File: src/rtl/csr_regfile.sv
// Machine-mode CSR storage: combinational read port, single write port,
// 64-bit cycle/instret counters, trap entry / mret state updates,
// trap vector computation and interrupt-pending summary.
`ifndef MAX_BIT_POS
`define MAX_BIT_POS 31
`endif

module csr_regfile #(
  parameter logic [31:0] HART_ID     = 32'd0,
  parameter logic [31:0] MTVEC_RESET = 32'h0000_0000,
  parameter logic [31:0] MISA_VAL    = 32'h4000_0100
) (
  input  logic                  clk,
  input  logic                  rst,
  input  logic [11:0]           csr_rd_addr,
  output logic [`MAX_BIT_POS:0] csr_rd_data,
  input  logic                  csr_out_en,
  input  logic [11:0]           csrw_addr,
  input  logic [`MAX_BIT_POS:0] csrw_data,
  input  logic                  inst_retire,
  input  logic                  trap_en,
  input  logic [31:0]           trap_cause,
  input  logic [31:0]           trap_pc,
  input  logic [31:0]           trap_val,
  input  logic                  mret_en,
  input  logic                  irq_timer,
  input  logic                  irq_ext,
  output logic [31:0]           trap_vector,
  output logic [31:0]           mepc_out,
  output logic                  irq_pending
);

  localparam logic [11:0] A_MSTATUS   = 12'h300;
  localparam logic [11:0] A_MISA      = 12'h301;
  localparam logic [11:0] A_MIE       = 12'h304;
  localparam logic [11:0] A_MTVEC     = 12'h305;
  localparam logic [11:0] A_MSCRATCH  = 12'h340;
  localparam logic [11:0] A_MEPC      = 12'h341;
  localparam logic [11:0] A_MCAUSE    = 12'h342;
  localparam logic [11:0] A_MTVAL     = 12'h343;
  localparam logic [11:0] A_MIP       = 12'h344;
  localparam logic [11:0] A_MCYCLE    = 12'hB00;
  localparam logic [11:0] A_MCYCLEH   = 12'hB80;
  localparam logic [11:0] A_MINSTRET  = 12'hB02;
  localparam logic [11:0] A_MINSTRETH = 12'hB82;
  localparam logic [11:0] A_CYCLE     = 12'hC00;
  localparam logic [11:0] A_CYCLEH    = 12'hC80;
  localparam logic [11:0] A_INSTRET   = 12'hC02;
  localparam logic [11:0] A_INSTRETH  = 12'hC82;
  localparam logic [11:0] A_MHARTID   = 12'hF14;

  logic        r_mstatus_mie;
  logic        r_mstatus_mpie;
  logic        r_mie_mtie;
  logic        r_mie_meie;
  logic [31:0] r_mtvec;
  logic [31:0] r_mscratch;
  logic [31:0] r_mepc;
  logic [31:0] r_mcause;
  logic [31:0] r_mtval;
  logic [63:0] r_mcycle;
  logic [63:0] r_minstret;

  logic w_wr_mstatus, w_wr_mie, w_wr_mtvec, w_wr_mscratch;
  logic w_wr_mepc, w_wr_mcause, w_wr_mtval;
  logic w_wr_mcycle, w_wr_mcycleh, w_wr_minstret, w_wr_minstreth;
  logic [31:0] w_mstatus;
  logic [31:0] w_mie;
  logic [31:0] w_mip;
  logic [31:0] w_tvec_base;

  assign w_wr_mstatus   = csr_out_en && (csrw_addr == A_MSTATUS);
  assign w_wr_mie       = csr_out_en && (csrw_addr == A_MIE);
  assign w_wr_mtvec     = csr_out_en && (csrw_addr == A_MTVEC);
  assign w_wr_mscratch  = csr_out_en && (csrw_addr == A_MSCRATCH);
  assign w_wr_mepc      = csr_out_en && (csrw_addr == A_MEPC);
  assign w_wr_mcause    = csr_out_en && (csrw_addr == A_MCAUSE);
  assign w_wr_mtval     = csr_out_en && (csrw_addr == A_MTVAL);
  assign w_wr_mcycle    = csr_out_en && (csrw_addr == A_MCYCLE);
  assign w_wr_mcycleh   = csr_out_en && (csrw_addr == A_MCYCLEH);
  assign w_wr_minstret  = csr_out_en && (csrw_addr == A_MINSTRET);
  assign w_wr_minstreth = csr_out_en && (csrw_addr == A_MINSTRETH);

  // mstatus and trap-state CSRs: trap beats mret beats a CSR write
  always_ff @(posedge clk) begin
    if (!rst) begin
      r_mstatus_mie  <= 1'b0;
      r_mstatus_mpie <= 1'b0;
      r_mepc         <= 32'd0;
      r_mcause       <= 32'd0;
      r_mtval        <= 32'd0;
    end else if (trap_en) begin
      r_mstatus_mpie <= r_mstatus_mie;
      r_mstatus_mie  <= 1'b0;
      r_mepc         <= trap_pc & ~32'd3;
      r_mcause       <= trap_cause;
      r_mtval        <= trap_val;
    end else begin
      if (mret_en) begin
        r_mstatus_mie  <= r_mstatus_mpie;
        r_mstatus_mpie <= 1'b1;
      end else if (w_wr_mstatus) begin
        r_mstatus_mie  <= csrw_data[3];
        r_mstatus_mpie <= csrw_data[7];
      end
      if (w_wr_mepc)   r_mepc   <= csrw_data & ~32'd3;
      if (w_wr_mcause) r_mcause <= csrw_data;
      if (w_wr_mtval)  r_mtval  <= csrw_data;
    end
  end

  // CSRs only ever touched by explicit writes
  always_ff @(posedge clk) begin
    if (!rst) begin
      r_mie_mtie <= 1'b0;
      r_mie_meie <= 1'b0;
      r_mtvec    <= MTVEC_RESET & ~32'd2;
      r_mscratch <= 32'd0;
    end else begin
      if (w_wr_mie) begin
        r_mie_mtie <= csrw_data[7];
        r_mie_meie <= csrw_data[11];
      end
      if (w_wr_mtvec)    r_mtvec    <= csrw_data & ~32'd2;
      if (w_wr_mscratch) r_mscratch <= csrw_data;
    end
  end

  // free-running counters; a write to either half replaces it and skips the increment
  always_ff @(posedge clk) begin
    if (!rst) begin
      r_mcycle   <= 64'd0;
      r_minstret <= 64'd0;
    end else begin
      if (w_wr_mcycle)       r_mcycle[31:0]  <= csrw_data;
      else if (w_wr_mcycleh) r_mcycle[63:32] <= csrw_data;
      else                   r_mcycle        <= r_mcycle + 64'd1;

      if (w_wr_minstret)       r_minstret[31:0]  <= csrw_data;
      else if (w_wr_minstreth) r_minstret[63:32] <= csrw_data;
      else if (inst_retire)    r_minstret        <= r_minstret + 64'd1;
    end
  end

  // assemble architectural views of the sparse status/enable/pending registers
  always_comb begin
    w_mstatus        = 32'd0;
    w_mstatus[12:11] = 2'b11;
    w_mstatus[7]     = r_mstatus_mpie;
    w_mstatus[3]     = r_mstatus_mie;
    w_mie            = 32'd0;
    w_mie[7]         = r_mie_mtie;
    w_mie[11]        = r_mie_meie;
    w_mip            = 32'd0;
    w_mip[7]         = irq_timer;
    w_mip[11]        = irq_ext;
  end

  // combinational read mux; unimplemented addresses read zero
  always_comb begin
    csr_rd_data = '0;
    case (csr_rd_addr)
      A_MSTATUS:              csr_rd_data = w_mstatus;
      A_MISA:                 csr_rd_data = MISA_VAL;
      A_MIE:                  csr_rd_data = w_mie;
      A_MTVEC:                csr_rd_data = r_mtvec;
      A_MSCRATCH:             csr_rd_data = r_mscratch;
      A_MEPC:                 csr_rd_data = r_mepc;
      A_MCAUSE:               csr_rd_data = r_mcause;
      A_MTVAL:                csr_rd_data = r_mtval;
      A_MIP:                  csr_rd_data = w_mip;
      A_MCYCLE, A_CYCLE:      csr_rd_data = r_mcycle[31:0];
      A_MCYCLEH, A_CYCLEH:    csr_rd_data = r_mcycle[63:32];
      A_MINSTRET, A_INSTRET:  csr_rd_data = r_minstret[31:0];
      A_MINSTRETH, A_INSTRETH: csr_rd_data = r_minstret[63:32];
      A_MHARTID:              csr_rd_data = HART_ID;
      default:                csr_rd_data = '0;
    endcase
  end

  assign w_tvec_base = {r_mtvec[31:2], 2'b00};
  // vectored mode offsets only interrupts, by cause number
  assign trap_vector = (r_mtvec[0] && trap_cause[31])
                     ? w_tvec_base + {24'd0, trap_cause[5:0], 2'b00}
                     : w_tvec_base;
  assign mepc_out    = r_mepc;
  assign irq_pending = r_mstatus_mie && (|(w_mie & w_mip));

endmodule
File: config.mk
export PLATFORM = sky130hd
export DESIGN_NAME = csr_regfile
export DESIGN_NICKNAME = d
export VERILOG_FILES = /design/src/rtl/csr_regfile.sv
export SDC_FILE = /design/constraint.sdc
export NUM_CORES = 1
export LEC_CHECK = 0
export CAP_MARGIN = 5
export CORE_MARGIN = 3
export CORE_UTILIZATION = 55
export DETAILED_ROUTE_END_ITERATION = 8
export PLACE_DENSITY = 0.81
export REMOVE_ABC_BUFFERS = 1
export SYNTH_ARGS = -nofsm -noshare
export SYNTH_HDL_FRONTEND = slang
export SYNTH_SLANG_ARGS = --single-unit
File: constraint.sdc
create_clock -name clk -period 3.3 [get_ports clk]
set_input_delay 0.495 -clock clk [delete_from_list [all_inputs] [get_ports clk]]
set_output_delay 0.495 -clock clk [all_outputs]
set_load 0.005 [all_outputs]
==> impl.org <==
** Synthesis
- Top cell type's share of synthesized area :: 0.335
- The largest total area in the synthesized netlist belongs to sky130_fd_sc_hd__dfxtp_1.
- By instance count, the leading cell after synthesis is sky130_fd_sc_hd__nand2_1.
- Commonest cells post-synth :: sky130_fd_sc_hd__nand2_1 (364), sky130_fd_sc_hd__dfxtp_1 (289), sky130_fd_sc_hd__o21ai_0 (194)
- Seq/Total Area, Yosys :: 0.335
- The synthesized design contains 0 enable-type register cells.
- The most used flip-flop cell after synthesis is sky130_fd_sc_hd__dfxtp_1.
- Biggest area contributors in the synthesized netlist :: sky130_fd_sc_hd__dfxtp_1 (34%), sky130_fd_sc_hd__nand2_1 (7.9%), sky130_fd_sc_hd__o21ai_0 (5.6%)
- Synthesized netlist cell count :: approximately 2300
- Post-synthesis instance area :: 17300 sq um
- For this run, the number of Yosys warnings is 0.
- The synthesized design contains approximately 290 register bits.
- After synthesis, the share of flip-flops with an asynchronous set or reset is 0.
- Number of distinct library cells after synthesis :: 82
- Post-synthesis area per instance :: 7.55 sq um

** Timing
- Setup repair after global routing could not meet its margin everywhere.
- Upper clock frequency limit :: 0.309 GHz
- The max-slew violation count came to 0.
- Measured against its own limit, the worst slew margin works out to 0.334.
- Tcrit/Tclk final :: 0.981
- Worst Tran Pin Value :: 0.999 ns
- Final Critical Period :: about 3.2 ns
- Post-route clock skew :: ~0.017 ns
- Sum of negative setup slack :: 0 ns
- Setup violations remaining at the end of the flow were counted as 0.
- Final Hold Violating Endpoints :: 0

** Worst setup path
- Crit path cell chain :: clkdlybuf4s50_1 > buf_4 > nor3_4 > buf_6 > and3_1 > buf_12 > buf_4 > a222oi_1 > buf_4 > nand3_1 > dlygate4sd2_1
- The worst register-to-register path has a setup slack of roughly 0.4 ns.
- On the critical path, the stage with the largest delay is an instance of sky130_fd_sc_hd__clkdlybuf4s50_1.
- Worst EP required :: 2.80 ns
- Reg-to-reg critical path startpoint :: r_minstret[36]
- Worst setup SP type :: input pin
- The setup path with the least slack is of type input pin to primary output.
- The worst setup path is captured at a primary output.
- Data arrives at the worst endpoint at 2.74 ns.
- In this design, the stage delay of the slowest critical-path cell is 0.50 ns.
- Critical Path Most Common Cell :: sky130_fd_sc_hd__buf_4
- Grouping stages by cell kind, the critical path spends the most delay in buffers and inverters.
- In this run the worst path has a maximum fanout of 7.
- Counting cells, the worst reg-to-reg path comes to 6.
- Crit path buf inv count :: 7
- Reg-to-reg critical path endpoint :: r_minstret[57]

** Drt
- Detailed-route wire length :: 80.4 mm
- The first TritonRoute pass finished after 9 iterations.
- Initial detailed-routing violation count :: 3285
- Number of design rule violations left after detail routing :: 13
- In this run the remaining antenna-violating nets after routing total 0.
- The final route contains 20611 vias.
- Using the TritonRoute via totals, the vias-per-cell ratio works out to 6.90.
- Wire length per cell :: 26.9 microns

** CTS
- For the worst-skew pair, the clock arrives at the later sink with an insertion delay of 0.52 ns.
- Root buf cell :: sky130_fd_sc_hd__clkbuf_16
- Clock tree from TritonCTS :: built
- Reg clk slew, reported paths :: ~0.060 ns
- The H-tree was split into 2 levels.
- Number of sinks on the clock net :: 289
- In this run the deepest clock path goes through 3 buffers.
- In this run, CTS created clock tree buffers numbering 34.

** Power
- Dividing total power by cell area gives a power density of about 370 nW/um^2.
- Static power due to leakage :: 8.46 nW
- Maximum vdd drop :: 379 uV

** Placed design
- DPL Wire Length :: around 56 mm
- In this run the tool buffered the top-level ports with 250 buffer cells.
- Cell total after placement :: 2904
- At the end of routability-driven placement, the weighted congestion stood at 1.03.

** Floorplan
- Die area :: 33500 sq um
- 257 I/O pins were placed.
- The initialized floorplan defines 64 standard-cell rows.
- In this run the standard cell core region covers between 30000 and 40000 sq um.
- The die is about 180 microns tall.
- Initial core utilization :: 0.561
- The die is 183 microns wide.

** Run status
- Violations in the final reports :: design-rule violations
- The run finished, with violations left.

** Hold path
- Number of cells traversed by the worst hold path :: 2
- Worst min-delay path startpoint :: trap_cause[2]
- Worst hold path class :: input pin to flop
- The worst hold path terminates at r_mcause[2].

** Global routing
- Via count of the first global-routing pass :: between 15000 and 20000
- Global-route wire length before repair :: approximately 120 mm
- Global route total overflow :: 0
- Number of antenna violations at the first check in global routing :: 3
- Total global routing track utilization :: 0.455
- Entering global routing, the biggest net connects approximately 180 pins.

** Flow run
- Number of max-cap violations :: 0

** Cells and area
- Area Overhead vs Synth :: 31.5%
- Utilization after layout :: 0.738
- Total number of nets in the final design :: roughly 2700
- After the flow finishes, the layout carries non-filler instances totaling 2989.
- In the final layout, the share of cells above drive strength 1 is 0.131.
area by class of cell:
cell class | instances | area [sq um]
well taps | 396 | 495
diodes | 1 | 2.50
clock inverters | 10 | 104
fillers | 2387 | 8060
clock buffers | 50 | 1020
repair buffers | 449 | 4350
flip-flops and latches | 289 | 5790
inverters | 23 | 90.1
multi-input cells | 1771 | 10800
per-layer routing:
metal / share of wire / vias up / wire length [microns] / track usage
met5: 0.00058 / - / 47 / 0
met4: 0.052 / 6 / 4200 / 0.211
met3: 0.15 / 307 / 11700 / 0.139
met2: 0.43 / 1608 / 34600 / 0.691
met1: 0.37 / 9728 / 29800 / 0.597
li1: - / 8962 / - / -
per-stage QoR:
stage                     setup slack (ns)  instance area, sq um  power [mW]  hold WS (ns)
after floorplan                      -1.51                 16400        3.95         0.434
after global placement              -0.420                 21000        4.48         0.441
after detailed placement            -0.469                 21000        4.50         0.449
after CTS                          -0.0932                 22500        8.29         0.426
after global routing               -0.0151                 22700        8.51         0.429
final                               0.0619                 22700        8.35         0.444
worst max path at each step:
stage                    from         endpoint  slack, ns  cells past startpoint
6_report       csr_rd_addr[5]  csr_rd_data[27]       0.06                     11
5_1_grt        csr_rd_addr[7]  csr_rd_data[21]      -0.02                     13
4_1_cts            r_mtvec[2]  trap_vector[24]      -0.09                     12
3_5_place_dp    trap_cause[0]  trap_vector[24]      -0.47                     12
3_3_place_gp    trap_cause[0]  trap_vector[24]      -0.42                     12
2_1_floorplan    csrw_addr[0]     r_mcycle[58]      -1.51                      5
flip-flops by register name (all words and copies together), names as in the netlist:
| signal | flops |
|---|---|
| r_mcause | 32 |
| r_mstatus_mie | 1 |
| r_mtval | 32 |
| r_mscratch | 32 |
| r_mstatus_mpie | 1 |
| mepc_out | 30 |
| r_minstret | 64 |
| r_mcycle | 64 |
| r_mtvec | 31 |
| r_mie_mtie | 1 |
| r_mie_meie | 1 |
power breakdown:
group          switching, mW  internal (mW)  total (mW)
registers             0.0675           3.58        3.64
logic                  0.449          0.382       0.831
clock network           1.58           2.30        3.88
cell families after synthesis:
family	synth area share
AO/OA/AOI/OAI	0.247
adder cells (fa/ha/maj)	0.00696
XOR/XNOR	0.0503
AND/OR/NAND/NOR	0.250
flip-flops	0.335
multiplexers	0.0574
other	0.000217
buffers and inverters	0.0534
what timing repair did:
item | 4_1_cts | 5_1_grt
setup buffers | 9 | 11
resized for setup | 116 | 25
endpoints found under the setup margin | 58 | 18
gates cloned | 4 | 0
hold endpoints to repair | 0 | 0
hold buffers | 0 | 0
pin swaps | 28 | 17
layout by cell type, fill, tap and decap left out, drive strengths merged, types with 20 or more instances in the layout:
cell | Yosys | layout
a211oi | 21 | 21
a21oi | 160 | 160
a22oi | 91 | 91
a31oi | 73 | 73
and3 | 20 | 20
buf | 24 | 205
clkbuf | 182 | 50
clkdlybuf4s50 | 0 | 180
dfxtp | 289 | 289
dlygate4sd2 | 0 | 47
inv | 23 | 23
mux2i | 82 | 82
nand2 | 365 | 365
nand3 | 124 | 124
nand4 | 49 | 49
nor2 | 124 | 124
nor3 | 55 | 55
nor4 | 56 | 56
o211a | 32 | 32
o21ai | 194 | 194
xnor2 | 81 | 81
Power figures use the tool's default switching activity.
